## src/rtl/chacha_stream_ctrl_pkg.sv

```systemverilog
// Shared constants, FSM state type and parameter helpers for the ChaCha stream controller.
package chacha_stream_ctrl_pkg;

    localparam int KEY_W = 256;
    localparam int BLK_W = 512;

    typedef enum logic [1:0] {
        ST_IDLE   = 2'd0,
        ST_RUN    = 2'd1,
        ST_READY  = 2'd2,
        ST_STREAM = 2'd3
    } state_t;

    function automatic int words_per_blk(input int data_w);
        return BLK_W / data_w;
    endfunction

    function automatic bit data_w_legal(input int data_w);
        return (data_w == 8) || (data_w == 16) || (data_w == 32);
    endfunction

    function automatic bit nonce_w_legal(input int nonce_w);
        return (nonce_w == 64) || (nonce_w == 96);
    endfunction

endpackage

```

## src/rtl/chacha_stream_ctrl_if.sv

```systemverilog
// Pin-side serial bus of the ChaCha stream controller: load strobes, keystream read, status.
interface chacha_stream_ctrl_if #(
    parameter int DATA_W = 8
);
    logic [DATA_W-1:0] data_in;
    logic              wr_key;
    logic              wr_nnc;
    logic              wr_ctr;
    logic              rd_blk;
    logic              hold;
    logic [DATA_W-1:0] data_out;
    logic              blk_ready;
    logic              ctr_wrap;

    modport master (
        output data_in, wr_key, wr_nnc, wr_ctr, rd_blk, hold,
        input  data_out, blk_ready, ctr_wrap
    );

    modport slave (
        input  data_in, wr_key, wr_nnc, wr_ctr, rd_blk, hold,
        output data_out, blk_ready, ctr_wrap
    );
endinterface

```

## src/rtl/chacha_stream_ctrl_shift_in.sv

```systemverilog
// Serial load register: shifts right by DATA_W with new data entering at the MSB end.
// A parallel load (used for the counter increment) takes priority over the shift.
module chacha_shift_in #(
    parameter int W      = 256,
    parameter int DATA_W = 8
) (
    input  logic              clk,
    input  logic              rst,
    input  logic              i_en,
    input  logic [DATA_W-1:0] i_din,
    input  logic              i_ld,
    input  logic [W-1:0]      i_ld_val,
    output logic [W-1:0]      o_q
);
    logic [W-1:0] r_q;

    always_ff @(posedge clk or posedge rst) begin
        if (rst) begin
            r_q <= '0;
        end else if (i_ld) begin
            r_q <= i_ld_val;
        end else if (i_en) begin
            r_q <= {i_din, r_q[W-1:DATA_W]};
        end
    end

    assign o_q = r_q;
endmodule

```

## src/rtl/chacha_stream_ctrl.sv

```systemverilog
// ChaCha core pin-side controller: serial key/nonce/counter load, core launch, keystream streaming.
//   state  | meaning
//   IDLE   | loads accepted; rd_blk launches the core
//   RUN    | core busy, waiting for core_done
//   READY  | block buffered, first word on data_out, nothing consumed yet
//   STREAM | block partially consumed
module chacha_stream_ctrl
    import chacha_stream_ctrl_pkg::*;
#(
    parameter int DATA_W   = 8,
    parameter int NONCE_W  = 96,
    parameter bit AUTO_CTR = 1'b1
) (
    input  logic                 clk,
    input  logic                 rst,
    chacha_stream_ctrl_if.slave  bus,
    output logic [KEY_W-1:0]     o_key,
    output logic [NONCE_W-1:0]   o_nonce,
    output logic [127-NONCE_W:0] o_counter,
    output logic                 o_core_start,
    input  logic                 i_core_done,
    input  logic [BLK_W-1:0]     i_core_blk
);
    localparam int CTR_W   = 128 - NONCE_W;
    localparam int N_WORDS = words_per_blk(DATA_W);
    localparam int IDX_W   = $clog2(N_WORDS);
    localparam logic [IDX_W-1:0] LAST_IDX = IDX_W'(N_WORDS - 1);
    localparam bit PARAMS_OK = data_w_legal(DATA_W) && nonce_w_legal(NONCE_W);

    state_t            r_state, w_state_nxt;
    logic [BLK_W-1:0]  r_buf;
    logic [DATA_W-1:0] r_data_out;
    logic [IDX_W-1:0]  r_idx;
    logic              r_blk_ready;
    logic              r_start;
    logic              r_got;
    logic              r_wrap;

    logic              w_launch, w_capture, w_consume, w_finish;
    logic              w_done_in_run, w_wr_ok;
    logic              w_en_key, w_en_nnc, w_en_ctr, w_ctr_inc;
    logic [CTR_W-1:0]  w_ctr_inc_val;

    a_params_legal: assert property (@(posedge clk) PARAMS_OK);

    always_comb begin
        w_state_nxt = r_state;
        w_launch    = 1'b0;
        w_capture   = 1'b0;
        w_consume   = 1'b0;
        w_finish    = 1'b0;
        case (r_state)
            ST_IDLE: begin
                if (bus.rd_blk && !bus.hold) begin
                    w_launch    = 1'b1;
                    w_state_nxt = ST_RUN;
                end
            end
            ST_RUN: begin
                if (!bus.hold && (r_got || i_core_done)) begin
                    w_capture   = 1'b1;
                    w_state_nxt = ST_READY;
                end
            end
            ST_READY, ST_STREAM: begin
                if (bus.rd_blk && !bus.hold && r_blk_ready) begin
                    w_consume   = 1'b1;
                    w_state_nxt = ST_STREAM;
                    if (r_idx == LAST_IDX) begin
                        w_finish = 1'b1;
                        if (AUTO_CTR && bus.rd_blk) begin
                            w_launch    = 1'b1;
                            w_state_nxt = ST_RUN;
                        end else begin
                            w_state_nxt = ST_IDLE;
                        end
                    end
                end
            end
            default: w_state_nxt = ST_IDLE;
        endcase
    end

    assign w_wr_ok       = (r_state == ST_IDLE) && !bus.hold;
    assign w_en_key      = w_wr_ok && bus.wr_key;
    assign w_en_nnc      = w_wr_ok && !bus.wr_key && bus.wr_nnc;
    assign w_en_ctr      = w_wr_ok && !bus.wr_key && !bus.wr_nnc && bus.wr_ctr;
    assign w_ctr_inc     = w_finish && AUTO_CTR;
    assign w_ctr_inc_val = o_counter + 1'b1;
    // The core pulse is latched even under hold so a completed block is never lost.
    assign w_done_in_run = (r_state == ST_RUN) && i_core_done;

    always_ff @(posedge clk or posedge rst) begin
        if (rst) begin
            r_state     <= ST_IDLE;
            r_buf       <= '0;
            r_data_out  <= '0;
            r_idx       <= '0;
            r_blk_ready <= 1'b0;
            r_start     <= 1'b0;
            r_got       <= 1'b0;
            r_wrap      <= 1'b0;
        end else begin
            r_state <= w_state_nxt;
            if (!bus.hold) begin
                r_start <= w_launch;
            end
            if (w_capture) begin
                r_got <= 1'b0;
            end else if (w_done_in_run) begin
                r_got <= 1'b1;
            end
            if (w_done_in_run) begin
                r_buf <= i_core_blk;
            end else if (w_consume) begin
                r_buf <= r_buf >> DATA_W;
            end
            if (w_capture) begin
                r_blk_ready <= 1'b1;
                r_idx       <= '0;
                r_data_out  <= i_core_done ? i_core_blk[DATA_W-1:0] : r_buf[DATA_W-1:0];
            end else if (w_consume) begin
                r_idx      <= r_idx + 1'b1;
                r_data_out <= r_buf[2*DATA_W-1:DATA_W];
                if (w_finish) begin
                    r_blk_ready <= 1'b0;
                end
            end
            if (w_en_ctr) begin
                r_wrap <= 1'b0;
            end else if (w_ctr_inc && (&o_counter)) begin
                r_wrap <= 1'b1;
            end
        end
    end

    chacha_shift_in #(.W(KEY_W), .DATA_W(DATA_W)) u_key (
        .clk(clk), .rst(rst), .i_en(w_en_key), .i_din(bus.data_in),
        .i_ld(1'b0), .i_ld_val('0), .o_q(o_key)
    );

    chacha_shift_in #(.W(NONCE_W), .DATA_W(DATA_W)) u_nonce (
        .clk(clk), .rst(rst), .i_en(w_en_nnc), .i_din(bus.data_in),
        .i_ld(1'b0), .i_ld_val('0), .o_q(o_nonce)
    );

    chacha_shift_in #(.W(CTR_W), .DATA_W(DATA_W)) u_ctr (
        .clk(clk), .rst(rst), .i_en(w_en_ctr), .i_din(bus.data_in),
        .i_ld(w_ctr_inc), .i_ld_val(w_ctr_inc_val), .o_q(o_counter)
    );

    assign bus.data_out  = r_data_out;
    assign bus.blk_ready = r_blk_ready;
    assign bus.ctr_wrap  = r_wrap;
    assign o_core_start  = r_start && !bus.hold;
endmodule
```

## src/flat_wrapper.sv

```systemverilog
// flat-port wrapper written by rule: the top's interface ports become plain ports
module chacha_stream_ctrl_flat import chacha_stream_ctrl_pkg::*;
#(
    parameter int DATA_W   = 8,
    parameter int NONCE_W  = 96,
    parameter bit AUTO_CTR = 1'b1
)
  (clk, rst, o_key, o_nonce, o_counter, o_core_start, i_core_done, i_core_blk, bus_data_in, bus_wr_key, bus_wr_nnc, bus_wr_ctr, bus_rd_blk, bus_hold, bus_data_out, bus_blk_ready, bus_ctr_wrap);
  chacha_stream_ctrl_if #(.DATA_W(DATA_W)) bus_i ();
  input  logic clk;
  input  logic rst;
  output logic [KEY_W-1:0] o_key;
  output logic [NONCE_W-1:0] o_nonce;
  output logic [127-NONCE_W:0] o_counter;
  output logic o_core_start;
  input  logic i_core_done;
  input  logic [BLK_W-1:0] i_core_blk;
  input wire logic [$bits(bus_i.data_in)-1:0] bus_data_in;
  input wire logic [$bits(bus_i.wr_key)-1:0] bus_wr_key;
  input wire logic [$bits(bus_i.wr_nnc)-1:0] bus_wr_nnc;
  input wire logic [$bits(bus_i.wr_ctr)-1:0] bus_wr_ctr;
  input wire logic [$bits(bus_i.rd_blk)-1:0] bus_rd_blk;
  input wire logic [$bits(bus_i.hold)-1:0] bus_hold;
  output wire logic [$bits(bus_i.data_out)-1:0] bus_data_out;
  output wire logic [$bits(bus_i.blk_ready)-1:0] bus_blk_ready;
  output wire logic [$bits(bus_i.ctr_wrap)-1:0] bus_ctr_wrap;
  assign bus_i.data_in = bus_data_in;
  assign bus_i.wr_key = bus_wr_key;
  assign bus_i.wr_nnc = bus_wr_nnc;
  assign bus_i.wr_ctr = bus_wr_ctr;
  assign bus_i.rd_blk = bus_rd_blk;
  assign bus_i.hold = bus_hold;
  assign bus_data_out = bus_i.data_out;
  assign bus_blk_ready = bus_i.blk_ready;
  assign bus_ctr_wrap = bus_i.ctr_wrap;
  chacha_stream_ctrl #(.DATA_W(DATA_W), .NONCE_W(NONCE_W), .AUTO_CTR(AUTO_CTR)) u_core (.clk(clk), .rst(rst), .bus(bus_i), .o_key(o_key), .o_nonce(o_nonce), .o_counter(o_counter), .o_core_start(o_core_start), .i_core_done(i_core_done), .i_core_blk(i_core_blk));
endmodule
```

## config.mk

```make
export PLATFORM = sky130hd
export DESIGN_NAME = chacha_stream_ctrl_flat
export DESIGN_NICKNAME = d
export VERILOG_FILES = /design/src/rtl/chacha_stream_ctrl_pkg.sv /design/src/rtl/chacha_stream_ctrl_if.sv /design/src/rtl/chacha_stream_ctrl_shift_in.sv /design/src/rtl/chacha_stream_ctrl.sv /design/src/flat_wrapper.sv
export SDC_FILE = /design/constraint.sdc
export NUM_CORES = 2
export LEC_CHECK = 0
export CAP_MARGIN = 40
export CORE_AREA = 2 2 357 359
export CTS_CLUSTER_SIZE = 28
export DETAILED_ROUTE_END_ITERATION = 12
export DIE_AREA = 0 0 359 361
export SYNTH_ARGS = -nofsm -noshare
export SYNTH_HDL_FRONTEND = slang
export SYNTH_HIERARCHICAL = 1
export SYNTH_SLANG_ARGS = --single-unit
export TNS_END_PERCENT = 50
```

## constraint.sdc

```tcl
create_clock -name clk -period 49.2 [get_ports clk]
set_input_delay 4.92 -clock clk [delete_from_list [all_inputs] [get_ports clk]]
set_output_delay 4.92 -clock clk [all_outputs]
set_load 0.005 [all_outputs]
```

==> summary.md <==
| Metric | Value |
|---|---|
| Outcome | `complete, but fails checks` |
| Failing checks | `max-slew violations` |
| Cts bufs inserted | `102` |
| Maximum clock frequency | `87.0 MHz` |
| Post-CTS sizing | `0` |
| Worst Hold Launch | `u_core/bus.ctr_wrap` |
| Hold Path Depth | `2` |
| Post-route minimum period | `11.49 ns` |
| Synth async-reset ratio | `100%` |
| Number of fillers in the final layout | `12,200` |
| Seq/Total Area, Yosys | `54.0%` |
| Relative slew slack | `-20.9%` |
| Highest routed metal layer | `met5` |
| Routed len/inst | `19.0 um` |
| WL met3 | `between 10 and 15 mm` |
| Core footprint | `125,000 sq um` |
| Reg-to-Reg Start | `u_core/r_state[1]` |
| Deepest clock path buffer count | `3` |
| DP Area | `53,700 sq um` |
| Final #Nets | `slightly above 6,000` |
| Final core utilization | `45.8%` |
| Port bufs | `922` |
| CP Buf/Inv Count | `2` |
| Length of routed met2 wiring | `between 60 and 70 mm` |
| Slowest cell on crit path | `clkdlybuf4s50_1` |
| Syn Std Cell Area | `~42,000 sq um` |
| Non-filler cells, final | `between 7,000 and 8,000` |
| PwrDens | `approximately 47 nW/um^2` |
| Root buf cell | `clkbuf_16` |
| Required @ worst endpoint | `roughly 44 ns` |
| Fin. max-slew vios | `219` |
| Fin Hold WS | `around 0.50 ns` |
| Fin Setup TNS | `0 ns` |
| RSZ-0062 raised after global routing | `false` |
| Worst path max stage delay | `~0.67 ns` |
| Clock latency on the worst-skew pair | `roughly 0.73 ns` |
| Leak Pwr | `between 0.02 and 0.025 uW` |
| Fin crit share | `23.4%` |
| Post-DP HPWL | `between 90 and 100 mm` |
| Total number of vias | `36,300` |
| Drt via density | `4.86` |
| FF+latch area | `~23,000 sq um` |
| Die height | `361 um` |
| Multi-input combinational cell area | `roughly 19,000 sq um` |
| Placer congestion estimate | `0.864` |
| Ys flop type | `dfrtp_1` |
| Post-Route M1 WL | `between 50 and 60 mm` |
| Die width | `359 um` |
| Commonest non-fill, non-tap cell in the layout | `nand2_1` |
| HP Class | `reg -> reg` |
| Max Cap Viol | `0` |
| CTS tree | `yes` |
| Largest net degree at the start of global routing | `513` |
| Tot GR Track Use | `21.3%` |
| Crit path max fanout | `10` |
| Postcts setup bufs | `0` |
| Worst Hold Path EP | `u_core/bus.ctr_wrap` |
| CP delay by family, top | `buffers and inverters` |
| Drt first pass iters | `5` |
| Worst reg2reg path depth | `9` |
| Number of core rows | `130` |
| DRC Markers | `0` |
| CTS Hold Bufs | `0` |
| # setup viols final | `0` |
| Synth cell types | `50` |
| Depth of the CTS H-tree | `3` |
| Share of post-route cells with drive strength above 1 | `4.14%` |
| Syn-to-layout area delta | `35.1%` |
| Mapped Cells | `4,640` |
| Die area | `130,000 sq um` |
| FF-to-FF End | `u_core/u_key/o_q[126]` |
| Cells after DPL | `7,254` |
| CP Class | `in -> out` |
| Most frequent cells in the layout | `nand2_1 (1,415), clkdlybuf4s50_1 (922), dfrtp_1 (916)` |
| Number of synthesized flops with an enable pin | `0` |
| Grt total ovfl | `0` |
| Vias in the first global route | `approximately 35,000` |
| Worst Skew | `about 0.025 ns` |
| Synthesis-stage register bit count | `916` |
| Clock sink total | `916` |
| VDD IR max | `0.0285 mV` |
| Initial drt markers | `roughly 3,400` |
| Fin. Hold Viols | `0` |
| Reg-to-reg slack, setup | `44.80 ns` |
| WP data arrival | `6.57 ns` |
| Post-route cell area | `57,400 sq um` |
| Final ANT Viol Nets | `0` |
| Clk slew on worst S/H paths | `0.07 ns` |
| Detailed-route wire length | `142 mm` |
| Worst setup SP type | `input port` |
| Yosys Warn Count | `6` |
| Num ports | `923` |
| Crit path cell chain | `clkdlybuf4s50_1 > nor2b_1 > clkdlybuf4s50_1` |
| Levels on crit path | `3` |
| Antenna violations before repair | `54` |
| Most common cell on crit path | `clkdlybuf4s50_1` |
| Starting density of the core | `33.9%` |
| Crit. End Element | `primary output` |
| Avg Cell Area, Syn | `9.15 sq um` |
| First-pass GRT wire length | `215 mm` |
| Worst slew pin tran | `1.81 ns` |
synthesized netlist by cell type, drive strengths merged, types with 2 or more instances:
cell | instances | share of area [%]
nand3b | 2 | 0.035
clkbuf | 164 | 1.4
nand4 | 12 | 0.23
nor4 | 6 | 0.12
nand2 | 1416 | 13
and3b | 8 | 0.17
a22o | 8 | 0.17
nor2b | 2 | 0.029
and3 | 6 | 0.088
xnor2 | 21 | 0.43
nand3 | 15 | 0.18
and4 | 4 | 0.083
dfrtp | 916 | 54
nor2 | 513 | 4.5
ha | 2 | 0.059
nand2b | 2 | 0.029
xor2 | 12 | 0.25
o21ai | 388 | 4.6
inv | 12 | 0.11
a21oi | 11 | 0.13
nand4b | 2 | 0.077
nor3 | 9 | 0.14
a31oi | 505 | 7.4
and2 | 3 | 0.044
buf | 199 | 3.7
mux2i | 392 | 9.2
worst min-delay path: cells and delay by family (launching register included):
| family | cells | cell delay [ns] |
|---|---|---|
| flops | 1 | 0.35 |
| compound gates | 1 | 0.06 |
| simple gates | 1 | 0.05 |
per-layer routing:
| metal | track usage, % | vias to the layer above |
|---|---|---|
| li1 | - | 17500 |
| met1 | 26.9 | 17400 |
| met2 | 34.4 | 1076 |
| met3 | 6.49 | 230 |
| met4 | 7.40 | 56 |
| met5 | 0 | - |
kinds of logic (layout without fill, tap and decap cells):
family          count (synthesis)  in the layout  synth area share [%]
xor+xnor                       33             33                 0.681
fa+ha+maj                       2              2                0.0589
compound gates                917            917                  12.4
flops                         916            916                  54.0
other cells                     1            384               0.00883
simple gates                 2004           2004                  18.4
buf+inv                       375           1172                  5.26
mux                           392            392                  9.24
how the worst max path moves through the flow:
| stage | end | startpoint | slack, ns |
|---|---|---|---|
| floorplan | u_core/bus.blk_ready | rst | 29.41 |
| global placement | o_core_start | bus_hold | 37.69 |
| CTS | o_core_start | bus_hold | 37.66 |
| global route | o_core_start | bus_hold | 37.60 |
| finish | o_core_start | bus_hold | 37.71 |
| detailed placement | o_core_start | bus_hold | 37.66 |
power by group:
part	total, uW	internal, uW	switching (uW)
clock network	822	489	334
registers	1180	1010	171
logic	663	313	350
layout make-up:
type                       count  share of cell area (%)
sequential                   916                    40.0
inverter                      12                   0.107
timing repair buffer         972                    17.4
multi-input combinational   3704                    32.5
antenna                       28                   0.122
tap                         1650                    3.60
clock inverter                41                   0.970
clock buffer                 147                    5.32
registers in the layout (all words and copies together), names as in the netlist, 2 cells and up:
name / flops
u_core/r_buf: 512
u_core/u_key/o_q: 256
u_core/u_nonce/o_q: 96
u_core/u_ctr/o_q: 32
u_core/bus.data_out: 8
u_core/r_idx: 6
u_core/r_state: 2
stage by stage:
step                      power, uW  setup slack (ns)
after global placement         1830             37.69
after CTS                      2690             37.66
after global routing           2840             37.60
after floorplan                1590             29.41
final                          2670             37.71
after detailed placement       1850             37.66
No activity file was read; power rests on OpenSTA's default activity.
